--- src/rtl/fir_coeff_sequencer.sv ---
// fir_coeff_sequencer: buffers a host coefficient set into a shadow bank, resets and loads the
// FIR filter from it, then forwards host samples to the filter as start/x_in beats.
module fir_coeff_sequencer #(
  parameter int unsigned N  = 100,
  parameter int unsigned W  = 16,
  parameter int unsigned IW = 7
) (
  input  logic         clk,
  input  logic         rst,
  input  logic         cfg_valid,
  output logic         cfg_ready,
  input  logic [W-1:0] cfg_data,
  input  logic         cfg_last,
  input  logic         s_valid,
  output logic         s_ready,
  input  logic [W-1:0] s_data,
  output logic         fir_rst,
  output logic         load_coeff,
  output logic [W-1:0] coeff_out,
  output logic         start,
  output logic [W-1:0] x_out,
  output logic         loaded
);

  localparam logic [1:0] StEmpty = 2'd0;
  localparam logic [1:0] StClr   = 2'd1;
  localparam logic [1:0] StLoad  = 2'd2;
  localparam logic [1:0] StRun   = 2'd3;

  localparam logic [IW-1:0] LastIdx = IW'(N - 1);

  logic [1:0]    state_q, state_d;
  logic [IW-1:0] wr_cnt_q, wr_cnt_d;
  logic [IW:0]   fill_q, fill_d;
  logic [IW-1:0] rd_idx_q, rd_idx_d;
  logic [W-1:0]  shadow_q [N];

  logic          fir_rst_q, fir_rst_d;
  logic          load_coeff_q, load_coeff_d;
  logic [W-1:0]  coeff_out_q, coeff_out_d;
  logic          start_q, start_d;
  logic [W-1:0]  x_out_q, x_out_d;
  logic          cfg_ready_q, cfg_ready_d;
  logic          s_ready_q, s_ready_d;
  logic          loaded_q, loaded_d;

  logic cfg_acc;
  logic s_acc;
  logic commit;

  assign cfg_acc = cfg_valid & cfg_ready_q;
  assign s_acc   = s_valid & s_ready_q;
  // The N-th beat commits on its own, so the write counter can never run past the bank.
  assign commit  = cfg_acc & (cfg_last | (wr_cnt_q == LastIdx));

  // Next-state logic for the control FSM, fill counter and load index.
  always_comb begin
    state_d  = state_q;
    wr_cnt_d = wr_cnt_q;
    fill_d   = fill_q;
    rd_idx_d = rd_idx_q;
    if (cfg_acc) begin
      wr_cnt_d = wr_cnt_q + IW'(1);
    end
    if (commit) begin
      wr_cnt_d = '0;
      fill_d   = {1'b0, wr_cnt_q} + {{IW{1'b0}}, 1'b1};
    end
    case (state_q)
      StEmpty, StRun: begin
        if (commit) begin
          state_d = StClr;
        end
      end
      StClr: begin
        // A sample forwarded on the commit edge holds off the filter reset by one cycle.
        if (!start_q) begin
          state_d  = StLoad;
          rd_idx_d = '0;
        end
      end
      StLoad: begin
        if (rd_idx_q == LastIdx) begin
          state_d = StRun;
        end else begin
          rd_idx_d = rd_idx_q + IW'(1);
        end
      end
      default: state_d = StEmpty;
    endcase
  end

  // Registered output values, derived from the next state so every output is a flop.
  always_comb begin
    load_coeff_d = (state_d == StLoad);
    coeff_out_d  = '0;
    if (load_coeff_d && ({1'b0, rd_idx_d} < fill_d)) begin
      coeff_out_d = shadow_q[rd_idx_d];
    end
    start_d     = s_acc;
    x_out_d     = s_acc ? s_data : x_out_q;
    fir_rst_d   = (state_d == StEmpty) || ((state_d == StClr) && !start_d);
    cfg_ready_d = (state_d == StEmpty) || (state_d == StRun);
    s_ready_d   = (state_d == StRun);
    loaded_d    = (state_d == StRun);
  end

  // Control state and output registers.
  always_ff @(posedge clk or negedge rst) begin
    if (!rst) begin
      state_q      <= StEmpty;
      wr_cnt_q     <= '0;
      fill_q       <= '0;
      rd_idx_q     <= '0;
      fir_rst_q    <= 1'b1;
      load_coeff_q <= 1'b0;
      coeff_out_q  <= '0;
      start_q      <= 1'b0;
      x_out_q      <= '0;
      cfg_ready_q  <= 1'b1;
      s_ready_q    <= 1'b0;
      loaded_q     <= 1'b0;
    end else begin
      state_q      <= state_d;
      wr_cnt_q     <= wr_cnt_d;
      fill_q       <= fill_d;
      rd_idx_q     <= rd_idx_d;
      fir_rst_q    <= fir_rst_d;
      load_coeff_q <= load_coeff_d;
      coeff_out_q  <= coeff_out_d;
      start_q      <= start_d;
      x_out_q      <= x_out_d;
      cfg_ready_q  <= cfg_ready_d;
      s_ready_q    <= s_ready_d;
      loaded_q     <= loaded_d;
    end
  end

  // Shadow bank write; no reset since stale entries are masked by the fill count.
  always_ff @(posedge clk) begin
    if (cfg_acc) begin
      shadow_q[wr_cnt_q] <= cfg_data;
    end
  end

  assign fir_rst    = fir_rst_q;
  assign load_coeff = load_coeff_q;
  assign coeff_out  = coeff_out_q;
  assign start      = start_q;
  assign x_out      = x_out_q;
  assign cfg_ready  = cfg_ready_q;
  assign s_ready    = s_ready_q;
  assign loaded     = loaded_q;

endmodule

--- config.mk ---
export PLATFORM = sky130hd
export DESIGN_NAME = fir_coeff_sequencer
export DESIGN_NICKNAME = d
export VERILOG_FILES = /design/src/rtl/fir_coeff_sequencer.sv
export SDC_FILE = /design/constraint.sdc
export NUM_CORES = 2
export LEC_CHECK = 0
export CAP_MARGIN = 20
export CELL_PAD_IN_SITES_DETAIL_PLACEMENT = 1
export CELL_PAD_IN_SITES_GLOBAL_PLACEMENT = 2
export CORE_MARGIN = 3
export CORE_UTILIZATION = 45
export DETAILED_ROUTE_END_ITERATION = 8
export PLACE_DENSITY = 0.75
export REMOVE_ABC_BUFFERS = 1
export SYNTH_ARGS = -nofsm -noshare
export SYNTH_HDL_FRONTEND = slang
export SYNTH_SLANG_ARGS = --single-unit
--- constraint.sdc ---
create_clock -name clk -period 12.25 [get_ports clk]
set_input_delay 1.8375 -clock clk [delete_from_list [all_inputs] [get_ports clk]]
set_output_delay 1.8375 -clock clk [all_outputs]
set_load 0.03 [all_outputs]
==> flow_metrics.env <==
export IMPL_hold_viol=0
export IMPL_drc_errors=0
export IMPL_seqCellArea_um2=49600
export IMPL_fin_crit_ns=6.30
export IMPL_worstPathCellList="inv_1, ha_1, a21o_1, nand2_1, and3_4, buf_12, buf_4, buf_4, a211oi_1, o21ai_0, a41oi_1, o2bb2ai_1"
export IMPL_finalCritPeriodShare_pct=51.4
export IMPL_worstPathRequired_ns=12.91
export IMPL_crit_start="state_q[0]"
export IMPL_cts_root_buf="clkbuf_16"
export IMPL_maxSlewViolCount=0
export IMPL_syn_area_um2=66100
export IMPL_timing_rr_start="state_q[0]"
export IMPL_area_growth_pct=13.6
export IMPL_worstRegToRegCells=12
export IMPL_cellPowerDensity_nw_per_um2=154
export IMPL_rrSetupSlack_ns=5.95
export IMPL_grt_usage_pct=27.7
export IMPL_dpl_cell_area_um2=69400
export IMPL_start_util_pct=45.7
export IMPL_antenna_found_initial=9
export IMPL_design_area_um2=75100
export IMPL_drt_first_pass_iters=5
export IMPL_grt_pass1_wl_mm=304
export IMPL_critPathArrivalTime_ns=6.96
export IMPL_die_h_um=389
export IMPL_setup_viol=0
export IMPL_peakVddDrop_uv=146
export IMPL_endpoint_kind="flop"
export IMPL_critPathKind="reg2reg"
export IMPL_max_stage_delay_ns=0.79
export IMPL_postCtsSetupBuffers=0
export IMPL_ant_nets=0
export IMPL_clockBufferDepth=3
export IMPL_synth_seq_cells=1661
export IMPL_syn_inst=4645
export IMPL_io_buffer_count=74
export IMPL_synth_top_cell_area_share_pct=72.7
export IMPL_drt_vias_per_instance=6.09
export IMPL_numCtsBuffers=176
export IMPL_skew_ns=0.0207
export IMPL_path_clk_slew_ns=0.06
export IMPL_outcome="finished, final reports clean"
export IMPL_rr_endpoint="coeff_out[6]"
export IMPL_die_w_um=389
export IMPL_async_flop_share_pct=3.67
export IMPL_crit_slowest_cell="buf_4"
export IMPL_cts_max_level=4
export IMPL_routed_wl_mm=212
export IMPL_finalWeightedCongestion=0.874
export IMPL_path_common_cell="buf_4"
export IMPL_first_global_vias=42000
export IMPL_yosys_warnings=0
export IMPL_grt_overflow_total=0
export IMPL_postCtsHoldBufs=0
export IMPL_rsz0062_at_grt="false"
export IMPL_drive_gt1_share_pct=10.6
export IMPL_slew_headroom_pct=19.3
export IMPL_worst_pin_slew_ns=1.21
export IMPL_cts_resized=0
export IMPL_fin_setup_tns_ns=0
export IMPL_endpoint="coeff_out[6]"
export IMPL_hpwl_mm=126
export IMPL_grt_start_max_net_pins=144
export IMPL_wl_per_cell_um=31.0
export IMPL_worstPathMaxFanout=134
export IMPL_clock_sinks=1661
export IMPL_syn_avg_cell_area_um2=14.2
export IMPL_final_core_util_pct=51.9
export IMPL_p_leak_nw=25.7
export IMPL_cts_tree="done"
export IMPL_netlist_top_cells_area="edfxtp_1 (73%), nand2_1 (6.2%), mux2i_1 (3.4%), dfrtp_1 (2.2%), nand3_1 (2.1%)"
export IMPL_clk_latency_ns=0.79
export IMPL_nets=4839
export IMPL_drtIter0Drc=4482
export IMPL_fp_row_count=139
export IMPL_synth_edf_count=1600
export IMPL_multi_input_area_um2=15200
export IMPL_startpoint_type="flop"
export IMPL_design_core_area_um2=145000
export IMPL_ios=75
export IMPL_fmax_mhz=159
export IMPL_yosysUniqueCellTypes=77
export IMPL_synth_seq_area_share_pct=75.0
export IMPL_nFillCells=14000
export IMPL_hold_ws_ns=0.504
export IMPL_synth_area_leader_cell="edfxtp_1"
export IMPL_die_area_um2=152000
export IMPL_via_count=41600
export IMPL_synth_ff_type="edfxtp_1"
export IMPL_drv_cap=0
export IMPL_finalPower_w=0.0116
export IMPL_hold_class="reg2reg"
[metrics by stage]
| stage | instances | setup slack, ns |
|---|---|---|
| after floorplan | 4344 | -9.62 |
| after global placement | 6500 | 5.94 |
| after detailed placement | 6507 | 5.92 |
| after CTS | 6825 | 5.91 |
| after global routing | 6830 | 5.71 |
| final | 6833 | 5.95 |
[worst min path at each step]
stage          startpoint         to  slack (ns)  cells after the start
2_1_floorplan   fill_q[1]  fill_q[1]        0.45                      2
3_3_place_gp    x_out[12]  x_out[12]        0.49                      1
3_5_place_dp    fill_q[1]  fill_q[1]        0.49                      2
4_1_cts         fill_q[5]  fill_q[5]        0.51                      1
5_1_grt         fill_q[5]  fill_q[5]        0.53                      1
6_report        fill_q[5]  fill_q[5]        0.50                      1
[cell type report]
| type | instances | area share, % |
|---|---|---|
| sequential | 1661 | 66.0 |
| multi-input combinational | 2659 | 20.2 |
| clock inverter | 86 | 0.905 |
| timing repair buffer | 265 | 2.97 |
| inverter | 24 | 0.150 |
| clock buffer | 232 | 6.52 |
| antenna | 3 | 0.0100 |
| tap | 1903 | 3.17 |
[cell usage in the layout (no fill, tap or decap), types with 43 or more instances in the layout]
cell type        instances
a21oi_1                130
nand4_1                 62
clkdlybuf4s50_1         57
nor2_1                 146
edfxtp_1              1600
clkinv_1                43
o21ai_0                 71
a311oi_1                55
buf_4                  197
nand2_1               1098
clkbuf_16              185
a211oi_1                57
a31oi_1                 58
and3_1                  98
nand3_1                272
dfrtp_1                 59
mux2i_1                224
[cell families (layout without fill, tap and decap cells)]
logic type,after synthesis,after routing,share of synthesized area (%)
buf+inv,325,607,2.15
mux,256,256,4.11
other cells,0,3,0
compound gates,654,654,7.22
simple gates,1729,1729,11.2
xor+xnor,5,5,0.0663
flops,1661,1661,75.0
fa+ha+maj,15,15,0.284
[state kept, by name, indices dropped and copies added (netlist names)]
name	cells
coeff_out	16
shadow_q	1600
start	1
state_q	2
load_coeff	1
loaded	1
wr_cnt_q	7
rd_idx_q	7
cfg_ready	1
fir_rst	1
x_out	16
fill_q	8
[power breakdown]
group,switching [W],internal (W),leakage (nW)
clock,0.00218,0.00302,2.73
sequential,0,0.00622,15.2
combinational,0.000111,0.0000131,7.74
total,0.00229,0.00926,25.7
[cells in the mapped netlist, types with 18 or more instances]
| cell type | number |
|---|---|
| inv_1 | 19 |
| a311o_1 | 24 |
| nand4_1 | 62 |
| a311oi_1 | 55 |
| a32oi_1 | 34 |
| nand3_1 | 272 |
| mux2i_1 | 224 |
| nand2_1 | 1099 |
| o211a_1 | 24 |
| mux2_2 | 22 |
| a221oi_1 | 38 |
| a21oi_1 | 130 |
| a31oi_1 | 58 |
| o21ai_0 | 71 |
| buf_2 | 105 |
| a22oi_1 | 18 |
| dfrtp_1 | 59 |
| buf_1 | 29 |
| a211oi_1 | 57 |
| and3_1 | 99 |
| edfxtp_1 | 1600 |
| nor2_1 | 158 |
| clkbuf_1 | 153 |
[worst max-delay path: cells and delay by family (launching register included)]
family                     cells  cell delay [ns]
buffers and inverters          4             2.08
AOI/OAI and AO/OA              5             2.04
and+or+nand+nor                2             1.01
adders and majority gates      1             0.46
DFF                            1             0.37
[metal layers]
metal	GRT usage, %	vias to the layer above	part of all wire (%)
met2	45.3	1536	48
li1	-	17900	-
met5	0	-	0
met3	4.80	303	6.7
met4	8.53	0	2.9
met1	38.0	21900	42
No activity file was read; power rests on OpenSTA's default activity.
